`config.mk`:
```
export PLATFORM = sky130hd
export DESIGN_NAME = writeback_flat
export DESIGN_NICKNAME = d
export VERILOG_FILES = /design/src/rtl/writeback_if.sv /design/src/rtl/writeback.sv /design/src/flat_wrapper.sv
export SDC_FILE = /design/constraint.sdc
export NUM_CORES = 1
export LEC_CHECK = 0
export CAP_MARGIN = 20
export CORE_MARGIN = 1.5
export CORE_UTILIZATION = 46
export CTS_CLUSTER_DIAMETER = 50
export DETAILED_ROUTE_END_ITERATION = 10
export PLACE_DENSITY = 0.79
export SYNTH_ARGS = -nofsm -noshare
export SYNTH_HDL_FRONTEND = slang
export SYNTH_SLANG_ARGS = --single-unit
```
`constraint.sdc`:
```
create_clock -name clk -period 2.8 [get_ports clk]
set_input_delay 0.56 -clock clk [delete_from_list [all_inputs] [get_ports clk]]
set_output_delay 0.56 -clock clk [all_outputs]
set_load 0.02 [all_outputs]
```
`src/rtl/writeback_if.sv`:
```
// Shared widths plus the bundle of signals between exec/decode/trap logic and
// the integer writeback stage.
package writeback_pkg;
  localparam int XLEN = 32;
  localparam int ALEN = 32;

  typedef enum logic {
    ST_RUN  = 1'b0,
    ST_TRAP = 1'b1
  } wb_state_e;
endpackage

interface writeback_if #(
  parameter int INSTRET_W = 64
);
  // Issue side (decode)
  logic                           issue_valid;
  logic [4:0]                     issue_rd;
  logic [writeback_pkg::ALEN-1:0] issue_addr;
  // Exec result side
  logic                           exec_int_output_valid;
  logic                           exec_int_exception;
  logic [writeback_pkg::XLEN-1:0] exec_int_result;
  // Trap handshake
  logic                           trap_ack;
  logic                           trap_valid;
  logic [writeback_pkg::ALEN-1:0] trap_addr;
  // Register file write port
  logic                           reg_write_en;
  logic [4:0]                     reg_write_sel;
  logic [writeback_pkg::XLEN-1:0] reg_write_data;
  // Status back to decode
  logic                           wb_stall;
  logic                           pending_rd_valid;
  logic [4:0]                     pending_rd;
  logic [INSTRET_W-1:0]           instret;
  logic                           protocol_error;

  modport master (
    output issue_valid, issue_rd, issue_addr,
    output exec_int_output_valid, exec_int_exception, exec_int_result,
    output trap_ack,
    input  trap_valid, trap_addr,
    input  reg_write_en, reg_write_sel, reg_write_data,
    input  wb_stall, pending_rd_valid, pending_rd, instret, protocol_error
  );

  modport slave (
    input  issue_valid, issue_rd, issue_addr,
    input  exec_int_output_valid, exec_int_exception, exec_int_result,
    input  trap_ack,
    output trap_valid, trap_addr,
    output reg_write_en, reg_write_sel, reg_write_data,
    output wb_stall, pending_rd_valid, pending_rd, instret, protocol_error
  );
endinterface

```
`src/rtl/writeback.sv`:
```
// Integer writeback stage: pairs each exec result with the op issued one cycle
// earlier, retires it to the register file, or raises a held trap request.
module writeback
  import writeback_pkg::*;
#(
  parameter int INSTRET_W = 64
) (
  input logic         clk,
  input logic         rst,
  writeback_if.slave  wb
);

  wb_state_e            state_q, state_d;
  logic                 al_valid_q, al_valid_d;
  logic [4:0]           al_rd_q, al_rd_d;
  logic [ALEN-1:0]      al_addr_q, al_addr_d;
  logic                 reg_write_en_q, reg_write_en_d;
  logic [4:0]           reg_write_sel_q, reg_write_sel_d;
  logic [XLEN-1:0]      reg_write_data_q, reg_write_data_d;
  logic                 trap_valid_q, trap_valid_d;
  logic [ALEN-1:0]      trap_addr_q, trap_addr_d;
  logic [INSTRET_W-1:0] instret_q, instret_d;
  logic                 protocol_error_q, protocol_error_d;
  logic                 wb_stall;

  always_comb begin
    // NOTE: every output of this block gets a default first, so no path can
    // leave a variable unassigned and infer a latch.
    state_d          = state_q;
    al_valid_d       = wb.issue_valid;
    al_rd_d          = wb.issue_rd;
    al_addr_d        = wb.issue_addr;
    reg_write_en_d   = 1'b0;
    reg_write_sel_d  = reg_write_sel_q;
    reg_write_data_d = reg_write_data_q;
    trap_valid_d     = trap_valid_q;
    trap_addr_d      = trap_addr_q;
    instret_d        = instret_q;
    protocol_error_d = protocol_error_q;
    wb_stall         = 1'b0;

    case (state_q)
      ST_RUN: begin
        // Stall decode in the same cycle a fault appears so nothing issues behind it.
        wb_stall = wb.exec_int_output_valid && wb.exec_int_exception;
        if (wb.exec_int_output_valid != al_valid_q) begin
          protocol_error_d = 1'b1;
        end
        if (wb.exec_int_output_valid && al_valid_q) begin
          if (wb.exec_int_exception) begin
            trap_valid_d = 1'b1;
            trap_addr_d  = al_addr_q;
            state_d      = ST_TRAP;
          end else begin
            reg_write_en_d   = (al_rd_q != 5'd0);
            reg_write_sel_d  = al_rd_q;
            reg_write_data_d = wb.exec_int_result;
            instret_d        = instret_q + INSTRET_W'(1);
          end
        end
      end
      ST_TRAP: begin
        // Results arriving while the trap is pending are dropped silently.
        wb_stall = 1'b1;
        if (wb.trap_ack) begin
          trap_valid_d = 1'b0;
          state_d      = ST_RUN;
        end
      end
      default: state_d = ST_RUN;
    endcase
  end

  // NOTE: sequential state uses non-blocking assignments only, so every flop
  // samples the pre-edge value of every other flop.
  always_ff @(posedge clk or negedge rst) begin
    if (!rst) begin
      state_q          <= ST_RUN;
      al_valid_q       <= 1'b0;
      al_rd_q          <= '0;
      al_addr_q        <= '0;
      reg_write_en_q   <= 1'b0;
      reg_write_sel_q  <= '0;
      reg_write_data_q <= '0;
      trap_valid_q     <= 1'b0;
      trap_addr_q      <= '0;
      instret_q        <= '0;
      protocol_error_q <= 1'b0;
    end else begin
      state_q          <= state_d;
      al_valid_q       <= al_valid_d;
      al_rd_q          <= al_rd_d;
      al_addr_q        <= al_addr_d;
      reg_write_en_q   <= reg_write_en_d;
      reg_write_sel_q  <= reg_write_sel_d;
      reg_write_data_q <= reg_write_data_d;
      trap_valid_q     <= trap_valid_d;
      trap_addr_q      <= trap_addr_d;
      instret_q        <= instret_d;
      protocol_error_q <= protocol_error_d;
    end
  end

  assign wb.reg_write_en     = reg_write_en_q;
  assign wb.reg_write_sel    = reg_write_sel_q;
  assign wb.reg_write_data   = reg_write_data_q;
  assign wb.trap_valid       = trap_valid_q;
  assign wb.trap_addr        = trap_addr_q;
  assign wb.wb_stall         = wb_stall;
  assign wb.pending_rd_valid = al_valid_q && (al_rd_q != 5'd0);
  assign wb.pending_rd       = al_rd_q;
  assign wb.instret          = instret_q;
  assign wb.protocol_error   = protocol_error_q;

endmodule

```
`src/flat_wrapper.sv`:
```
// flat-port wrapper written by rule: the top's interface ports become plain ports
module writeback_flat import writeback_pkg::*;
#(
  parameter int INSTRET_W = 64
)
  (clk, rst, wb_issue_valid, wb_issue_rd, wb_issue_addr, wb_exec_int_output_valid, wb_exec_int_exception, wb_exec_int_result, wb_trap_ack, wb_trap_valid, wb_trap_addr, wb_reg_write_en, wb_reg_write_sel, wb_reg_write_data, wb_wb_stall, wb_pending_rd_valid, wb_pending_rd, wb_instret, wb_protocol_error);
  writeback_if #(.INSTRET_W(INSTRET_W)) wb_i ();
  input logic clk;
  input logic rst;
  input wire logic [$bits(wb_i.issue_valid)-1:0] wb_issue_valid;
  input wire logic [$bits(wb_i.issue_rd)-1:0] wb_issue_rd;
  input wire logic [$bits(wb_i.issue_addr)-1:0] wb_issue_addr;
  input wire logic [$bits(wb_i.exec_int_output_valid)-1:0] wb_exec_int_output_valid;
  input wire logic [$bits(wb_i.exec_int_exception)-1:0] wb_exec_int_exception;
  input wire logic [$bits(wb_i.exec_int_result)-1:0] wb_exec_int_result;
  input wire logic [$bits(wb_i.trap_ack)-1:0] wb_trap_ack;
  output wire logic [$bits(wb_i.trap_valid)-1:0] wb_trap_valid;
  output wire logic [$bits(wb_i.trap_addr)-1:0] wb_trap_addr;
  output wire logic [$bits(wb_i.reg_write_en)-1:0] wb_reg_write_en;
  output wire logic [$bits(wb_i.reg_write_sel)-1:0] wb_reg_write_sel;
  output wire logic [$bits(wb_i.reg_write_data)-1:0] wb_reg_write_data;
  output wire logic [$bits(wb_i.wb_stall)-1:0] wb_wb_stall;
  output wire logic [$bits(wb_i.pending_rd_valid)-1:0] wb_pending_rd_valid;
  output wire logic [$bits(wb_i.pending_rd)-1:0] wb_pending_rd;
  output wire logic [$bits(wb_i.instret)-1:0] wb_instret;
  output wire logic [$bits(wb_i.protocol_error)-1:0] wb_protocol_error;
  assign wb_i.issue_valid = wb_issue_valid;
  assign wb_i.issue_rd = wb_issue_rd;
  assign wb_i.issue_addr = wb_issue_addr;
  assign wb_i.exec_int_output_valid = wb_exec_int_output_valid;
  assign wb_i.exec_int_exception = wb_exec_int_exception;
  assign wb_i.exec_int_result = wb_exec_int_result;
  assign wb_i.trap_ack = wb_trap_ack;
  assign wb_trap_valid = wb_i.trap_valid;
  assign wb_trap_addr = wb_i.trap_addr;
  assign wb_reg_write_en = wb_i.reg_write_en;
  assign wb_reg_write_sel = wb_i.reg_write_sel;
  assign wb_reg_write_data = wb_i.reg_write_data;
  assign wb_wb_stall = wb_i.wb_stall;
  assign wb_pending_rd_valid = wb_i.pending_rd_valid;
  assign wb_pending_rd = wb_i.pending_rd;
  assign wb_instret = wb_i.instret;
  assign wb_protocol_error = wb_i.protocol_error;
  writeback #(.INSTRET_W(INSTRET_W)) u_core (.clk(clk), .rst(rst), .wb(wb_i));
endmodule
```
* Word level (Yosys, flattened, before mapping)
Index checks and enable logic that the tools add are counted. Widths: inputs -> output; s select.
Cells by class: add/subtract/negate cells 1, eq/ne operators 4, multiplexer cells 12, bitwise operators 2, reduce and logical (&&, ||, !) cells 8
Operators with widths (number):
- $add 64x1->64 const B | 1
- $mux 1 | 9
- $reduce_and 3->1 | 3
- $pmux 1 s2 | 3
- $reduce_bool 5->1 | 1
- $ne 2x2->1 const B | 2
- $logic_and 1x1->1 | 3
- $ne 2x1->1 const B | 1
- $not 1->1 | 2
- $reduce_and 2->1 | 1
- $ne 1x1->1 | 1
Storage, ports and cells: register bits after elaboration 175, input port bits 75, output and inout port bits 143, logic and storage cells 38

* Depth between registers and ports, before layout
Gate-level depths: netlist of the first run.
depth after elaboration 4, depth in mapped cells 7, gate-level depth less buffers 6

* Least setup slack after synthesis of the first run
Ideal clock, no wire load.
path kind input port to flip-flop, start point input wb_exec_int_output_valid, end point register u_core.instret_q[29], in the netlist u_core.wb.instret[29], library setup time 131 ps, data arrival time 2253 ps, data required time 2669 ps, slack 416 ps, stages on the path 7, path buffers 1, cells stage by stage ha_1 -> or3b_1 -> buf_6 -> nor4_4 -> nand2_2 -> or4_4 -> xnor2_2
Between the ends: longest elaborated chain between the ends 2
Ends and longest elaborated chain:
- from (decl) | line flat_wrapper.sv:13 | input wire logic [$bits(wb_i.exec_int_output_valid)-1:0] wb_exec_int_output_valid;
- $logic_and 1x1->1 | line writeback.sv:49 | if (wb.exec_int_output_valid && al_valid_q) begin
- $reduce_and 3->1 (no source line)
- to (signal assigned) | line writeback.sv:99 | instret_q <= instret_d;
- to (decl) | line writeback.sv:22 | logic [INSTRET_W-1:0] instret_q, instret_d;
Every way passes these cells. A chain may end at the register's enable or synchronous reset.

* Worst setup path after layout of the first run
start point input wb_exec_int_output_valid, end point register u_core.instret_q[62], in the netlist u_core.wb.instret[62]
The elaborated chain is that of the path after synthesis.

==> results.py, run 1 <==
metrics = {
    "synth": {
        "syn_nets": 650,
        "synth.ff_latch_count": 175,
        "synth_top_family_by_area": "simple AND/OR/NAND/NOR gates",
        "yosysWarnings": 0,
        "ys.flop_type": "dfrtp_1",
        "avgSynthCellArea_um2": 11.8,
        "synthCells": 573,
        "ys_async_sr_fraction_pct": 100,
        "synthMuxAreaShare_pct": 5.34,
        "synth.top_cell.area_share_pct": 64.9,
        "netlist_area_mm2": 0.00675,
        "ys_top_cells_by_count": "dfrtp_1 (175), nand2_1 (137), xnor2_1 (33), mux2_2 (32), nand3_1 (32)",
        "synth_xor_area_share_pct": 8.29,
        "yosysMostFrequentCell": "dfrtp_1",
        "synthSimpleGateAreaFrac_pct": 19.3,
        "synth_cell_type_count": 32,
        "synth_edf_count": 0,
        "synth_fa_ha_area_share_pct": 0.371,
        "synth_compound_area_share_pct": 0.185,
        "synth_top_cell_by_area": "dfrtp_1",
        "ys_seq_area_share_pct": 64.9,
        "synth_area_leaders": "dfrtp_1 (65%), nand2_1 (7.6%), mux2_2 (5.3%)",
    },
    "timing": {
        "min_period_ns": 2.63,
        "rsz0062_at_grt": "no",
        "slew_headroom_pct": 61.6,
        "whs_ns": 0.115,
        "fmax_mhz": 380,
        "final.setup.tns_ns": 0,
        "drv_slew": 0,
        "tightest_slew_ns": 0.571,
        "period_share_pct": 93.9,
        "hold_viol": 0,
        "finalSetupViolCount": 0,
        "fin_skew_ns": 0.0107,
    },
    "global_routing": {
        "track_usage_pct": 22.9,
        "gr-total-overflow": 0,
        "grt_max_degree": 66,
        "grt_pass1_vias": 5337,
        "grt_pass1_wl_um": 26700,
        "antenna_found_initial": 0,
    },
    "setup_path": {
        "cp.arrival_ns": 2.97,
        "reg2regPathDepth": 7,
        "worstPathCellList": "clkdlybuf4s50_1 > ha_1 > or3b_2 > buf_4 > nor3_1 > nand4_1 > nor4_1 > xor2_1",
        "r2r-start": "u_core.al_valid_q",
        "worst-r2r-setup-slack_ns": 0.47,
        "path_class": "input port to register",
        "crit_slowest_cell": "or3b_2",
        "cp-start-kind": "input port",
        "crit_path_max_incr_delay_ns": 0.52,
        "cp.required_ns": 3.14,
        "crit_fanout": 5,
        "r2r-end": "u_core.wb.instret[62]",
        "setup.worst_path.end_class": "register",
    },
    "cts": {
        "hold_buffers": 0,
        "clock_sinks": 175,
        "htreeDepth": 4,
        "clockBufferDepth": 2,
        "clk-insertion-delay-late_ns": 0.43,
        "root_buffer": "clkbuf_16",
        "numCtsBuffers": 17,
        "cts_tree": "yes",
        "clk_pin_slew_worst_paths_ns": 0.07,
    },
    "pwr": {
        "seq_power_share_pct": 43.5,
        "p_leak_nw": 4.51,
        "p_sw_mw": 1.83,
        "internal_power_mw": 5.01,
        "p_clk_share_pct": 37.1,
        "irDropWorstVdd_mv": 0.441,
        "switching_share_pct": 26.8,
        "power_density_mw_per_mm2": 691,
        "comb_power_share_pct": 19.4,
    },
    "drt": {
        "top_layer": "met4",
        "drt_iter0_drc": 293,
        "wl_met3_um": 1480,
        "drtAntennaViolNets": 0,
        "viasPerCell": 5.20,
        "wl_per_cell_um": 16.8,
        "drt_wl_total_um": 16900,
        "vias": 5245,
        "drt-pass1-iter-count": 5,
        "met2WireLength_um": 8570,
        "wl_met1_um": 6440,
        "drc": 0,
    },
    "floorplan": {
        "die_w_um": 124,
        "ioPinCount": 218,
        "start_util_pct": 46.8,
        "core_area_mm2": 0.0144,
        "die_h_um": 124,
        "rows": 44,
        "dieArea_mm2": 0.0154,
    },
    "placed_design": {
        "io_buffers": 217,
        "placedCellCount": 976,
        "gp_congestion": 0.847,
        "post-dp-hpwl_um": 12300,
    },
    "hold_path": {
        "worstHoldPathType": "input port to async pin",
    },
    "final_layout": {
        "diodes": 0,
        "fin_util_pct": 68.7,
        "drive_gt1_share_pct": 11.0,
        "area_growth_pct": 46.8,
        "stdcell_count": 1008,
        "final_nets": 888,
    },
    "run": {
        "drv_cap": 0,
    },
    "status": {
        "run_status": "complete, no violations",
    },
}
==> logic make-up (layout without fill, tap and decap cells) <==
kind of cell / Yosys count / after routing
xor+xnor: 63 / 63
flops: 175 / 175
fa+ha+maj: 2 / 2
simple gates: 272 / 272
compound gates: 2 / 2
mux: 32 / 32
buf+inv: 27 / 278
==> how the worst max path moves through the flow <==
| stage | cells after the start | slack, ns | endpoint | from |
|---|---|---|---|---|
| finish | 8 | 0.17 | u_core.wb.instret[62] | wb_exec_int_output_valid |
| global route | 8 | 0.08 | u_core.wb.instret[62] | wb_exec_int_output_valid |
| CTS | 4 | 0.006 | wb_pending_rd_valid | u_core.wb.pending_rd[0] |
| detailed placement | 8 | -0.23 | u_core.wb.instret[54] | wb_exec_int_output_valid |
| global placement | 8 | -0.13 | u_core.wb.instret[62] | wb_exec_int_output_valid |
| floorplan | 7 | 0.42 | u_core.wb.instret[29] | wb_exec_int_output_valid |
==> critical path, delay by kind of cell <==
kind / cells / cell delay [ns]
AND/OR/NAND/NOR: 4 / 1.40
buffers and inverters: 2 / 0.66
adder cells (fa/ha/maj): 1 / 0.16
XOR/XNOR: 1 / 0.20
==> power by group through the flow <==
stage	sequential, mW	clock (mW)	combinational [mW]
global placement	3.00	0	1.31
finish	2.98	2.54	1.32
floorplan	3.30	0	0.264
CTS	2.98	2.58	1.34
detailed placement	3.02	0	1.33
global route	3.01	2.69	1.41
==> layer usage <==
layer	track usage (%)	vias to the layer above
li1	-	2402
met1	27.9	2573
met2	37.3	238
met3	7.92	32
met4	9.59	0
met5	0	-
==> sequential cells by signal (all words and copies together), names as in the netlist <==
register,cells
u_core.state_q,1
u_core.wb.reg_write_sel,5
u_core.wb.trap_valid,1
u_core.al_valid_q,1
u_core.wb.trap_addr,32
u_core.wb.reg_write_en,1
u_core.wb.protocol_error,1
u_core.wb.pending_rd,5
u_core.al_addr_q,32
u_core.wb.reg_write_data,32
u_core.wb.instret,64
==> through the flow <==
stage                     total power [mW]  worst slack [ns]  cell area [um2]
after floorplan                       3.56             0.416             6750
final                                 6.84             0.170             9910
after CTS                             6.91           0.00600             9900
after global routing                  7.11            0.0753             9910
after detailed placement              4.35            -0.232             9260
after global placement                4.31            -0.130             9260
==> cells in the final DEF (no fill, tap or decap), types with 2 or more instances in the layout <==
| cell type | count |
|---|---|
| bufinv_16 | 4 |
| ha_1 | 2 |
| nand3_1 | 32 |
| clkdlybuf4s50_1 | 215 |
| and4_1 | 6 |
| mux2_2 | 32 |
| and3_1 | 10 |
| buf_4 | 16 |
| and2_1 | 2 |
| nor2_1 | 20 |
| clkbuf_16 | 17 |
| xnor2_1 | 33 |
| dfrtp_1 | 175 |
| or3_1 | 2 |
| nand2_1 | 137 |
| inv_1 | 10 |
| nand4_1 | 23 |
| nor4_1 | 14 |
| buf_12 | 3 |
| clkinv_2 | 2 |
| inv_6 | 5 |
| xor2_1 | 29 |
| or4_1 | 2 |
| nor3_1 | 14 |
==> timing repair <==
action,in CTS,in global routing
setup endpoints to repair,0,1
setup buffers,0,0
gates resized for setup,0,1
==> final cells by class <==
cell class / count / area, um2
fill: 1061 / 4520
multi-input combinational: 371 / 2260
sequential: 175 / 4380
inverter: 10 / 37.5
clock inverter: 14 / 201
tap: 184 / 230
clock buffer: 18 / 439
timing repair buffer: 236 / 2360
(Power assumes the default switching activity.)
==> run 2: changes to the inputs <==
PLACE_DENSITY = 0.81   (was 0.79)
==> run 2 against run 1 <==
Register-to-register slack about the same; flip-flop and latch count unchanged; routed wire length down 1.8%; worst hold slack better by 0.017 ns; clock power shrank 9.4%; critical endpoint is now wb_pending_rd_valid; total power shrank 3.6%; critical path type is now register to primary output; clock skew fell by 0.0049 ns; setup slack worse by 0.059 ns; critical path depth down 4; cell count fell by 0.40%; sequential share of layout area rose by 0.37 points; fmax is 2.2% lower.
==> results.py, run 2 (synthesized netlist as in run 1, its figures left out) <==
metrics = {
    "floorplan": {
        "rows": 44,
        "start_util_pct": 46.8,
        "dieArea_mm2": 0.0154,
        "die_h_um": 124,
        "ioPinCount": 218,
        "die_w_um": 124,
        "core_area_mm2": 0.0144,
    },
    "cts": {
        "cts_tree": "yes",
        "numCtsBuffers": 17,
        "clk-insertion-delay-late_ns": 0.42,
        "clockBufferDepth": 2,
        "cts_setup_buffers": 0,
        "hold_buffers": 0,
        "clock_sinks": 175,
        "htreeDepth": 4,
        "clk_pin_slew_worst_paths_ns": 0.06,
        "root_buffer": "clkbuf_16",
        "post_cts_resized": 0,
    },
    "pwr": {
        "power_density_mw_per_mm2": 671,
        "p_clk_share_pct": 34.9,
        "switching_share_pct": 27.1,
        "irDropWorstVdd_mv": 0.485,
        "comb_power_share_pct": 20.0,
        "p_leak_nw": 4.44,
        "internal_power_mw": 4.81,
        "p_sw_mw": 1.79,
        "seq_power_share_pct": 45.1,
    },
    "drt": {
        "viasPerCell": 5.18,
        "drt-pass1-iter-count": 5,
        "drc": 0,
        "wl_per_cell_um": 16.5,
        "drt_wl_total_um": 16600,
        "drt_iter0_drc": 263,
        "vias": 5200,
        "drtAntennaViolNets": 0,
    },
    "timing": {
        "min_period_ns": 2.69,
        "tightest_slew_ns": 0.574,
        "drv_slew": 0,
        "finalSetupViolCount": 0,
        "slew_headroom_pct": 61.4,
        "final.setup.tns_ns": 0,
        "fin_skew_ns": 0.00584,
        "hold_viol": 0,
        "period_share_pct": 96.1,
        "fmax_mhz": 372,
        "rsz0062_at_grt": "no",
    },
    "placed_design": {
        "gp_congestion": 0.912,
        "post-dp-hpwl_um": 12100,
        "io_buffers": 217,
    },
    "final_layout": {
        "drive_gt1_share_pct": 10.5,
        "fin_util_pct": 68.1,
        "largest_reg_flops": 64,
        "final_nets": 886,
        "final_cell_mix": "clkdlybuf4s50_1 (216), dfrtp_1 (175), nand2_1 (137), xnor2_1 (33)",
        "final_common_cell": "clkdlybuf4s50_1",
        "area_growth_pct": 45.6,
        "fillers": 1054,
        "diodes": 0,
    },
    "setup_path": {
        "crit_fanout": 3,
        "cp_top_family": "simple AND/OR/NAND/NOR gates",
        "cp.arrival_ns": 2.13,
        "setup.worst_path.end_class": "primary output",
        "crit_slowest_cell": "clkdlybuf4s50_1",
        "path_class": "register to primary output",
        "crit_path_max_incr_delay_ns": 0.55,
        "worstPathCellList": "or4_1 > nor2_1 > nor2b_1 > clkdlybuf4s50_1",
        "worst-path-buf-inv": 1,
        "cp-start-kind": "register",
        "cp.required_ns": 2.24,
    },
    "status": {
        "run_status": "complete, no violations",
    },
    "global_routing": {
        "grt_max_degree": 92,
        "gr-total-overflow": 0,
        "track_usage_pct": 22.3,
        "grt_pass1_wl_um": 26100,
        "grt_pass1_vias": 5119,
        "antenna_found_initial": 0,
    },
    "run": {
        "drv_cap": 0,
    },
    "hold_path": {
        "worstHoldPathType": "input port to async pin",
    },
}
==> run 2: changes by cell type in the layout (fill, tap and decap cells not counted), sizes merged <==
cell	previous run	this run
clkinvlp	1	4
buf	20	18
bufinv	4	2
clkinv	3	1
inv	16	14
clkbuf	18	19
clkdlybuf4s50	215	216
dlymetal6s2s	1	0
==> run 2: cell type report <==
class,instances,area [um2],area share (%)
clock buffers,19,443,4.51
clock inverters,11,134,1.36
inverters,10,37.5,0.382
multi-input cells,371,2260,23.0
flip-flops and latches,175,4380,44.6
well taps,184,230,2.34
repair buffers,234,2340,23.8
==> run 2: per-stage QoR <==
stage / area [um2] / power, mW / hold slack (ns) / setup WS (ns) / std cells
3_3_place_gp: 9250 / 4.30 / 0.441 / -0.125 / 974
6_report: 9820 / 6.60 / 0.132 / 0.111 / 1004
5_1_grt: 9820 / 6.86 / 0.171 / 0.00674 / 1004
2_1_floorplan: 6750 / 3.56 / 0.264 / 0.416 / 573
3_5_place_dp: 9250 / 4.35 / 0.456 / -0.221 / 974
4_1_cts: 9820 / 6.67 / 0.170 / 0.0638 / 1004
==> run 2: metal layers <==
layer | wire length [um] | vias up | track usage (%)
met4 | 285 | 0 | 8.66
met2 | 8280 | 209 | 36.2
met3 | 1430 | 25 | 8.01
met1 | 6600 | 2569 | 27.4
met5 | 0 | - | 0
li1 | - | 2397 | -
==> run 2: power by group through the flow <==
stage          clock network, mW  logic [mW]  registers (mW)
3_3_place_gp                   0        1.31            3.00
5_1_grt                     2.45        1.40            3.01
3_5_place_dp                   0        1.33            3.02
4_1_cts                     2.36        1.34            2.98
2_1_floorplan                  0       0.264            3.30
6_report                    2.30        1.32            2.97
==> run 2: path summary, 6_finish.rpt <==
| check | cells after the start | to | slack, ns | start |
|---|---|---|---|---|
| max in group asynchronous | 2 | u_core.wb.trap_addr[23] | 2.24 | rst |
| min reg2reg | 2 | u_core.wb.reg_write_data[17] | 0.47 | u_core.wb.reg_write_data[17] |
| max | 4 | wb_pending_rd_valid | 0.11 | u_core.wb.pending_rd[0] |
| min in group clk | 2 | u_core.wb.reg_write_data[17] | 0.47 | u_core.wb.reg_write_data[17] |
| max reg2reg | 7 | u_core.wb.instret[62] | 0.48 | u_core.al_valid_q |
| min | 2 | u_core.wb.instret[26] | 0.13 | rst |
